### config.mk
export PLATFORM = sky130hd
export DESIGN_NAME = dbg_activity_led
export DESIGN_NICKNAME = d
export VERILOG_FILES = /design/src/rtl/dbg_led_pkg.sv /design/src/rtl/dbg_led_channel.sv /design/src/rtl/dbg_activity_led.sv
export SDC_FILE = /design/constraint.sdc
export NUM_CORES = 1
export LEC_CHECK = 0
export ABC_AREA = 0
export BUFFER_PORTS_ARGS = -buffer_cell sky130_fd_sc_hd__buf_2
export CAP_MARGIN = 20
export CORE_ASPECT_RATIO = 1.25
export CORE_UTILIZATION = 56
export CTS_BUF_LIST = sky130_fd_sc_hd__clkbuf_8
export DETAILED_ROUTE_END_ITERATION = 7
export GPL_TIMING_DRIVEN = 0
export PLACE_DENSITY_LB_ADDON = 0.15
export SLEW_MARGIN = 20
export SYNTH_ARGS = -nofsm -noshare
export SYNTH_HDL_FRONTEND = slang
export SYNTH_SLANG_ARGS = --single-unit
### constraint.sdc
create_clock -name clk_i -period 2.2 [get_ports clk_i]
set_input_delay 0.44 -clock clk_i [delete_from_list [all_inputs] [get_ports clk_i]]
set_output_delay 0.44 -clock clk_i [all_outputs]
set_load 0.02 [all_outputs]
### src/rtl/dbg_led_pkg.sv
// Shared types and constants for the debug activity LED block.
package dbg_led_pkg;

  localparam int unsigned EVT_CNT_W = 16;

  typedef enum logic [1:0] {
    MODE_PASS    = 2'd0,
    MODE_STRETCH = 2'd1,
    MODE_TOGGLE  = 2'd2,
    MODE_DIM     = 2'd3
  } led_mode_e;

  // Modes that drive the LED from the stretch counter.
  function automatic logic mode_uses_stretch(led_mode_e mode);
    return (mode == MODE_STRETCH) || (mode == MODE_DIM);
  endfunction

endpackage

### src/rtl/dbg_led_channel.sv
// One debug LED channel: input synchroniser, rising-edge activity detect, mode-dependent LED
// drive (pass/stretch/toggle/dim) and a saturating event counter.
module dbg_led_channel
  import dbg_led_pkg::*;
#(
  parameter int unsigned STRETCH_CYCLES = 8,
  parameter int unsigned CNT_W          = $clog2(STRETCH_CYCLES + 1),
  parameter bit          INV            = 1'b0
) (
  input  logic                 clk_i,
  input  logic                 rst_ni,
  input  logic                 sig_i,
  input  logic [1:0]           mode_i,
  input  logic                 clear_i,
  input  logic                 pwm_lt_duty_i,
  output logic                 led_o,
  output logic                 event_o,
  output logic [EVT_CNT_W-1:0] event_cnt_o
);

  localparam logic [CNT_W-1:0] Reload = CNT_W'(STRETCH_CYCLES - 1);

  logic                 sync1_q, sync2_q;
  logic                 s, s_q;
  logic                 ev;
  logic                 mode_chg;
  led_mode_e            mode_d, mode_q;
  logic [CNT_W-1:0]     cnt_d, cnt_q;
  logic                 tgl_d, tgl_q;
  logic                 led_d, led_q;
  logic                 evt_q;
  logic [EVT_CNT_W-1:0] evt_cnt_d, evt_cnt_q;

  assign s        = sync2_q ^ INV;
  assign ev       = s & ~s_q;
  assign mode_d   = led_mode_e'(mode_i);
  assign mode_chg = (mode_d != mode_q);

  always_comb begin
    cnt_d = cnt_q;
    tgl_d = tgl_q;
    led_d = 1'b0;

    unique case (mode_q)
      MODE_PASS: led_d = s;
      MODE_STRETCH, MODE_DIM: begin
        if (ev) begin
          cnt_d = Reload;
        end else if (cnt_q != '0) begin
          cnt_d = cnt_q - 1'b1;
        end
        if (ev || (cnt_q != '0)) begin
          led_d = 1'b1;
        end else begin
          led_d = (mode_q == MODE_DIM) & pwm_lt_duty_i;
        end
      end
      MODE_TOGGLE: tgl_d = tgl_q ^ ev;
    endcase

    // A mode switch restarts the channel state; the new mode takes over next cycle.
    if (mode_chg) begin
      cnt_d = '0;
      tgl_d = 1'b0;
    end

    if (mode_q == MODE_TOGGLE) begin
      led_d = tgl_d;
    end
  end

  always_comb begin
    evt_cnt_d = evt_cnt_q;
    if (clear_i) begin
      evt_cnt_d = '0;
    end else if (ev && (evt_cnt_q != '1)) begin
      evt_cnt_d = evt_cnt_q + 1'b1;
    end
  end

  // Synchroniser resets to the inactive level so inverted channels see no edge on release.
  always_ff @(posedge clk_i or negedge rst_ni) begin
    if (!rst_ni) begin
      sync1_q   <= INV;
      sync2_q   <= INV;
      s_q       <= 1'b0;
      mode_q    <= MODE_PASS;
      cnt_q     <= '0;
      tgl_q     <= 1'b0;
      led_q     <= 1'b0;
      evt_q     <= 1'b0;
      evt_cnt_q <= '0;
    end else begin
      sync1_q   <= sig_i;
      sync2_q   <= sync1_q;
      s_q       <= s;
      mode_q    <= mode_d;
      cnt_q     <= cnt_d;
      tgl_q     <= tgl_d;
      led_q     <= led_d;
      evt_q     <= ev;
      evt_cnt_q <= evt_cnt_d;
    end
  end

  assign led_o       = led_q;
  assign event_o     = evt_q;
  assign event_cnt_o = evt_cnt_q;

  // Stretch counter is only meaningful in stretch-based modes.
  logic unused_stretch_chk;
  assign unused_stretch_chk = mode_uses_stretch(mode_q) & 1'b0;

endmodule

### src/rtl/dbg_activity_led.sv
// Debug activity LED driver: N_CH independent channels sharing one free-running PWM counter
// used for the DIM-mode idle glow.
module dbg_activity_led
  import dbg_led_pkg::*;
#(
  parameter int unsigned    N_CH           = 4,
  parameter int unsigned    STRETCH_CYCLES = 2 ** 20,
  parameter int unsigned    CNT_W          = $clog2(STRETCH_CYCLES + 1),
  parameter logic [N_CH-1:0] INV_MASK      = '0,
  parameter int unsigned    PWM_W          = 4,
  parameter int unsigned    DIM_DUTY       = 1
) (
  input  logic                      clk_i,
  input  logic                      rst_ni,
  input  logic [N_CH-1:0]           sig_i,
  input  logic [2*N_CH-1:0]         mode_i,
  input  logic                      clear_i,
  output logic [N_CH-1:0]           led_o,
  output logic [N_CH-1:0]           event_o,
  output logic [EVT_CNT_W*N_CH-1:0] event_cnt_o
);

  logic [PWM_W-1:0] pwm_d, pwm_q;
  logic             pwm_lt_duty;

  always_comb begin
    pwm_d = pwm_q + 1'b1;
  end

  always_ff @(posedge clk_i or negedge rst_ni) begin
    if (!rst_ni) begin
      pwm_q <= '0;
    end else begin
      pwm_q <= pwm_d;
    end
  end

  assign pwm_lt_duty = (32'(pwm_q) < DIM_DUTY);

  for (genvar i = 0; i < N_CH; i++) begin : g_ch
    dbg_led_channel #(
      .STRETCH_CYCLES(STRETCH_CYCLES),
      .CNT_W         (CNT_W),
      .INV           (INV_MASK[i])
    ) u_chan (
      .clk_i        (clk_i),
      .rst_ni       (rst_ni),
      .sig_i        (sig_i[i]),
      .mode_i       (mode_i[2*i +: 2]),
      .clear_i      (clear_i),
      .pwm_lt_duty_i(pwm_lt_duty),
      .led_o        (led_o[i]),
      .event_o      (event_o[i]),
      .event_cnt_o  (event_cnt_o[EVT_CNT_W*i +: EVT_CNT_W])
    );
  end

endmodule

-- Yosys cells after proc, flatten, opt, wreduce, memory -nomap -nowiden
Index checks and enable logic that the tools add are counted.
- logic and storage cells: 163
- output and inout bits: 72
- register bits after elaboration: 184
- input port bits: 15
- equality and inequality tests: 20
- $lt $le $gt $ge: 1
- bitwise logic cells: 16
- muxes and demuxes: 44
- $add $sub $neg: 9
- reduce and logical (&&, ||, !) cells: 36
- operators by type and width (operator ; count):
    21-bit 2-to-1 mux ; 16
    16-bit 2-to-1 mux ; 8
    21-bit nonzero test ; 4
    21-bit by 1-bit subtractor with 21-bit output (second input constant) ; 4
    16-bit by 1-bit adder with 16-bit output (second input constant) ; 4
    16-bit inequality test (second input constant) ; 4
    2-bit == test (second input constant) ; 8
    1-bit 2-to-1 mux ; 16
    2-bit nonzero test ; 8
    3-bit nonzero test ; 4
    1-bit bitwise AND ; 8
    2-bit by 1-bit == test with 1-bit output (second input constant) ; 4
    2-bit zero test ; 4
    2-bit inequality test ; 4
    1-bit case mux with 2 select lines ; 4
    2-bit AND reduction ; 4
    2-bit OR reduction ; 4
    4-bit by 1-bit adder with 4-bit output (second input constant) ; 1
    1-bit logical AND ; 4
    1-bit logical OR ; 4
    4-bit by 1-bit < comparator with 1-bit output (second input constant) ; 1
    1-bit NOT ; 4
    1-bit XOR ; 4

-- Depth between registers and ports, before layout
- word-level depth: 6
- depth in mapped cells: 8
- gate-level depth less buffers: 7

-- Hierarchy
From an unflattened synthesis, not the netlist that was laid out.
- cells, all modules: 988
- area, all modules: 9872.0 µm²
- by module, submodules not included (module ; instances ; sequential area each (µm²) ; area each (µm²) ; cells an instance):
    dbg_led_channel ; 4 ; 1126.1 ; 2427.3 ; 244
    dbg_activity_led ; 1 ; 100.1 ; 162.7 ; 12

-- Worst setup path after synthesis
No wires, ideal clock.
- path type: register to register
- from: reg g_ch[0].u_chan.cnt_q[0]
- to: reg g_ch[0].u_chan.cnt_q[20]
- clock period less this slack: 2286 ps
- library setup time: 82 ps
- stages on the path, launching flop included: 8
- data arrival time: 2204 ps
- setup slack: -86 ps
- buffers on the path: 1
- required time: 2118 ps
- cells stage by stage: dfrtp_1 inv_1 ha_1 or3b_2 clkbuf_1 or4_4 or4_1 a31oi_1
- word-level cells in the longest chain between the ends: 5
- elaborated cells between the ends (all ways): 8
- those cells by class: 1 x add/sub; 4 x mux; 3 x reduce/logical
- ends and longest elaborated chain (item ; RTL line ; RTL):
    start: declaration ; dbg_led_channel.sv:28 ; logic [CNT_W-1:0] cnt_d, cnt_q;
    start signal: assignment ; dbg_led_channel.sv:98 ; cnt_q <= cnt_d;
    21-bit by 1-bit subtractor with 21-bit output ; dbg_led_channel.sv:50 ; cnt_d = cnt_q - 1'b1;
    21-bit 2-to-1 mux ; dbg_led_channel.sv:49 ; end else if (cnt_q != '0) begin
    21-bit 2-to-1 mux ; dbg_led_channel.sv:47 ; if (ev) begin
    21-bit 2-to-1 mux ; dbg_led_channel.sv:44 ; unique case (mode_q)
    21-bit 2-to-1 mux ; dbg_led_channel.sv:62 ; if (mode_chg) begin
Parallel ways exist; a longest one is shown, timed or not. The select of a mux whose other input is x is not followed.
A chain may end at the register's enable or synchronous reset.

-- Worst setup path after layout
- from: reg g_ch[0].u_chan.cnt_q[10]
- to: reg g_ch[0].u_chan.cnt_q[20]
Same word-level chain as after synthesis.

==> summary.txt <==
Worst setup path
  • Critical path, cell by cell: or3_4 > or2_4 > or4_4 > or4_1 > a31oi_1
  • Worst path slowest cell: or4_4
  • Worst r2r path cells: 5
  • CP Data Arrival Time: roughly 2.6 ns
  • CP max FO: 4
  • Crit-path leading delay family: simple AND/OR/NAND/NOR gates
  • Startpoint Class: flip-flop
  • Critical Path RT: between 2 and 3 ns
  • Reg2reg start: g_ch[0].u_chan.cnt_q[10]
  • Crit end category: flip-flop
  • CP max stage delay: 0.51 ns
  • CP bufs+invs: 0
  • Crit path kind: flip-flop to flip-flop
  • R2r endpoint: g_ch[0].u_chan.cnt_q[20]
  • R2R Setup Slk: -0.04 ns

Logic synthesis
  • Post-Syn Instances: roughly 1100
  • Warnings, synthesis: 0
  • Post-synthesis instance area: 9880 sq um
  • Yosys cell types: just over 70
  • Post-synth EDFFs: 0
  • Top_reg_cell synth: dfrtp_1
  • Sequential share of the synthesized area: 46.6%
  • Synthesized net count: 1086
  • Async set-reset flop share out of synthesis: 100%
  • Synth top area cells: dfrtp_1 (47%), nor2_1 (4.7%), xnor2_1 (4.1%), a311oi_1 (3.2%), nand2_1 (3.0%)
  • Post-synthesis register bit count: 184
  • Top cell type's share of synthesized area: 46.6%
  • Synth area leader: dfrtp_1
  • Syn avg cell area: around 9.4 sq um

Die
  • Initial core utilization: 58.0%
  • Die area: around 18000 sq um
  • Total I/O pin count: 87
  • Die Wd: 121 um
  • CORE AREA: between 15000 and 20000 sq um
  • Die Ht: 151 um
  • Floorplan row count: 53

Timing
  • Tcrit/Tclk final: 102%
  • RSZ-0062 raised after global routing: yes
  • Slew headroom: 54.7%
  • Pins Over Slew Limit: 0
  • Minimum clock period: 2.24 ns
  • F_max: 446 MHz
  • Endpoints failing setup: 1
  • Measured slew at the worst slew-check pin: between 0.6 and 0.7 ns
  • Fin. Hold Viols: 0
  • Setup TNS: -0.0437 ns
  • Final worst slack: -0.0437 ns
  • Clock skew: 0.0131 ns

Route
  • Drt initial violations: 760
  • DRT Pass-1 Iters: 6
  • Wirelength per Cell: 17.9 um
  • Vias after detailed routing: 8986
  • Final antenna-violating net count: 0
  • Vias/cell: 6.32
  • DRC viols: 0
  • Drt total wl: approximately 25000 um

Power
  • Overall power: 10.1 mW
  • Max VDD drop: 0.525 mV
  • Leakage power: 5.06 nW
  • Power per standard cell area: 867 nW/um^2

Clocking
  • Clock Sinks: approximately 180
  • TritonCTS Buffers: 17
  • Worst skew pair latency: 0.49 ns
  • Bufs on Longest Clock Path: 2
  • CTS root buf: clkbuf_8
  • CTS clk-pin slew, worst paths: 0.09 ns
  • H-tree Lvls: 4
  • TritonCTS clock tree: done

Global route
  • Global-route wire length before repair: 42100 um
  • Number of global-route vias before repair: 8710
  • GRT Overall Usage: between 20% and 30%
  • Initial antenna violation count: 0
  • GR Overflow Total: 0
  • Largest net degree at the start of global routing: 95

Placed design
  • I/O Buffers: 86
  • DP Worst Slack: -0.380 ns
  • Post-DP HPWL: 17200 um
  • Post-Place Cells: 1364
  • GPL Wtd Cong: 0.906

Min path
  • Hold Path Class: input pin to flip-flop
  • Hold EP: g_ch[2].u_chan.sync1_q
  • Hold path cells: 1
  • HP Start: sig_i[2]

Cells and area
  • # diodes: 0
  • Most common cell after layout, fill and taps aside: dfrtp_1
  • Fill count: 1370
  • Layout Nets: 1218
  • Share of layout cells above drive strength 1: 21.4%
  • Fin cells: 1422
  • Area Growth Syn to Fin: 17.6%
  • Most frequent cells in the layout: dfrtp_1 (177), nor2_1 (121), buf_2 (88)

Run status
  • Status: finished, violations left
  • Violated checks: setup timing

Job
  • Max_cap viols: 0
flip-flops by register name, indices dropped and copies added (netlist names):
register / cells
g_ch.u_chan.event_o: 4
pwm_q: 4
g_ch.u_chan.tgl_q: 4
g_ch.u_chan.sync1_q: 4
g_ch.u_chan.event_cnt_o: 64
g_ch.u_chan.s: 4
g_ch.u_chan.led_o: 4
g_ch.u_chan.s_q: 4
g_ch.u_chan.mode_q: 8
g_ch.u_chan.cnt_q: 84
cell type report:
type	count	area (sq um)	area share [%]
plain buffers	48	234	2.01
clock buffers	18	248	2.13
repair buffers	119	711	6.11
inverters	30	113	0.969
clock inverters	14	158	1.36
well taps	220	275	2.37
flip-flops and latches	184	4610	39.7
multi-input cells	789	5280	45.4
power by group:
part           internal, mW  total, mW  switching (mW)  leakage, nW
clock                  1.14       2.36            1.22        0.207
combinational          1.52       3.75            2.22         2.39
sequential             3.62       3.97           0.345         2.47
total                  6.29       10.1            3.79         5.06
logic make-up after synthesis:
logic type / Yosys count / share of synthesized area [%]
simple gates: 461 / 24.5
compound gates: 241 / 17.0
flops: 184 / 46.6
buf+inv: 84 / 3.54
xor+xnor: 61 / 5.41
fa+ha+maj: 14 / 1.77
mux: 12 / 1.25
stage by stage:
stage               hold WS [ns]  util, %  instance area, sq um
CTS                       0.0416     66.5                 11300
floorplan                  0.144        -                  9900
global placement           0.333     62.2                 10600
finish                    0.0608     68.2                 11600
global route              0.0491     68.2                 11600
detailed placement         0.340     62.5                 10600
worst max path at each step:
| stage | start | endpoint | depth (start not counted) |
|---|---|---|---|
| detailed placement | g_ch[0].u_chan.s | g_ch[0].u_chan.cnt_q[5] | 6 |
| global placement | rst_ni | g_ch[1].u_chan.event_cnt_o[1] | 1 |
| global route | g_ch[0].u_chan.cnt_q[10] | g_ch[0].u_chan.cnt_q[20] | 5 |
| finish | g_ch[0].u_chan.cnt_q[10] | g_ch[0].u_chan.cnt_q[20] | 5 |
| CTS | g_ch[0].u_chan.cnt_q[12] | g_ch[0].u_chan.cnt_q[20] | 5 |
| floorplan | g_ch[3].u_chan.event_cnt_o[0] | g_ch[3].u_chan.event_cnt_o[15] | 6 |
cell usage after synthesis, types with 5 or more instances:
| master | count |
|---|---|
| buf_4 | 8 |
| and2_1 | 5 |
| o311ai_0 | 10 |
| or2_2 | 9 |
| nand2_1 | 78 |
| o211ai_1 | 10 |
| o41ai_1 | 12 |
| or3_1 | 14 |
| and4_1 | 8 |
| nand2b_1 | 13 |
| o21a_1 | 10 |
| nor2_1 | 123 |
| or4_1 | 15 |
| a21oi_1 | 55 |
| xor2_1 | 15 |
| and3_1 | 9 |
| nor3b_1 | 9 |
| clkbuf_1 | 40 |
| nor3_1 | 49 |
| o21ai_0 | 45 |
| a211oi_1 | 8 |
| mux2i_1 | 9 |
| a31oi_1 | 11 |
| nor4bb_1 | 5 |
| nand3_1 | 36 |
| xnor2_1 | 46 |
| inv_1 | 27 |
| nand4_1 | 28 |
| o221a_2 | 6 |
| nor4_1 | 36 |
| dfrtp_1 | 184 |
| o31ai_1 | 11 |
| ha_1 | 14 |
| a311oi_1 | 36 |
per-layer routing:
layer / up-vias / track usage (%) / share of wire [%]
li1: 4223 / - / -
met2: 318 / 47.9 / 49
met4: 0 / 10.9 / 2.2
met5: - / 0 / 0
met1: 4391 / 38.1 / 43
met3: 54 / 5.27 / 5.6
repair_timing:
item,in CTS,in global routing
pin swaps,10,14
hold buffers,1,0
hold endpoints to repair,48,0
setup buffers,19,12
gates resized for setup,35,56
setup endpoints to repair,76,95
No activity file was read; power rests on OpenSTA's default activity.
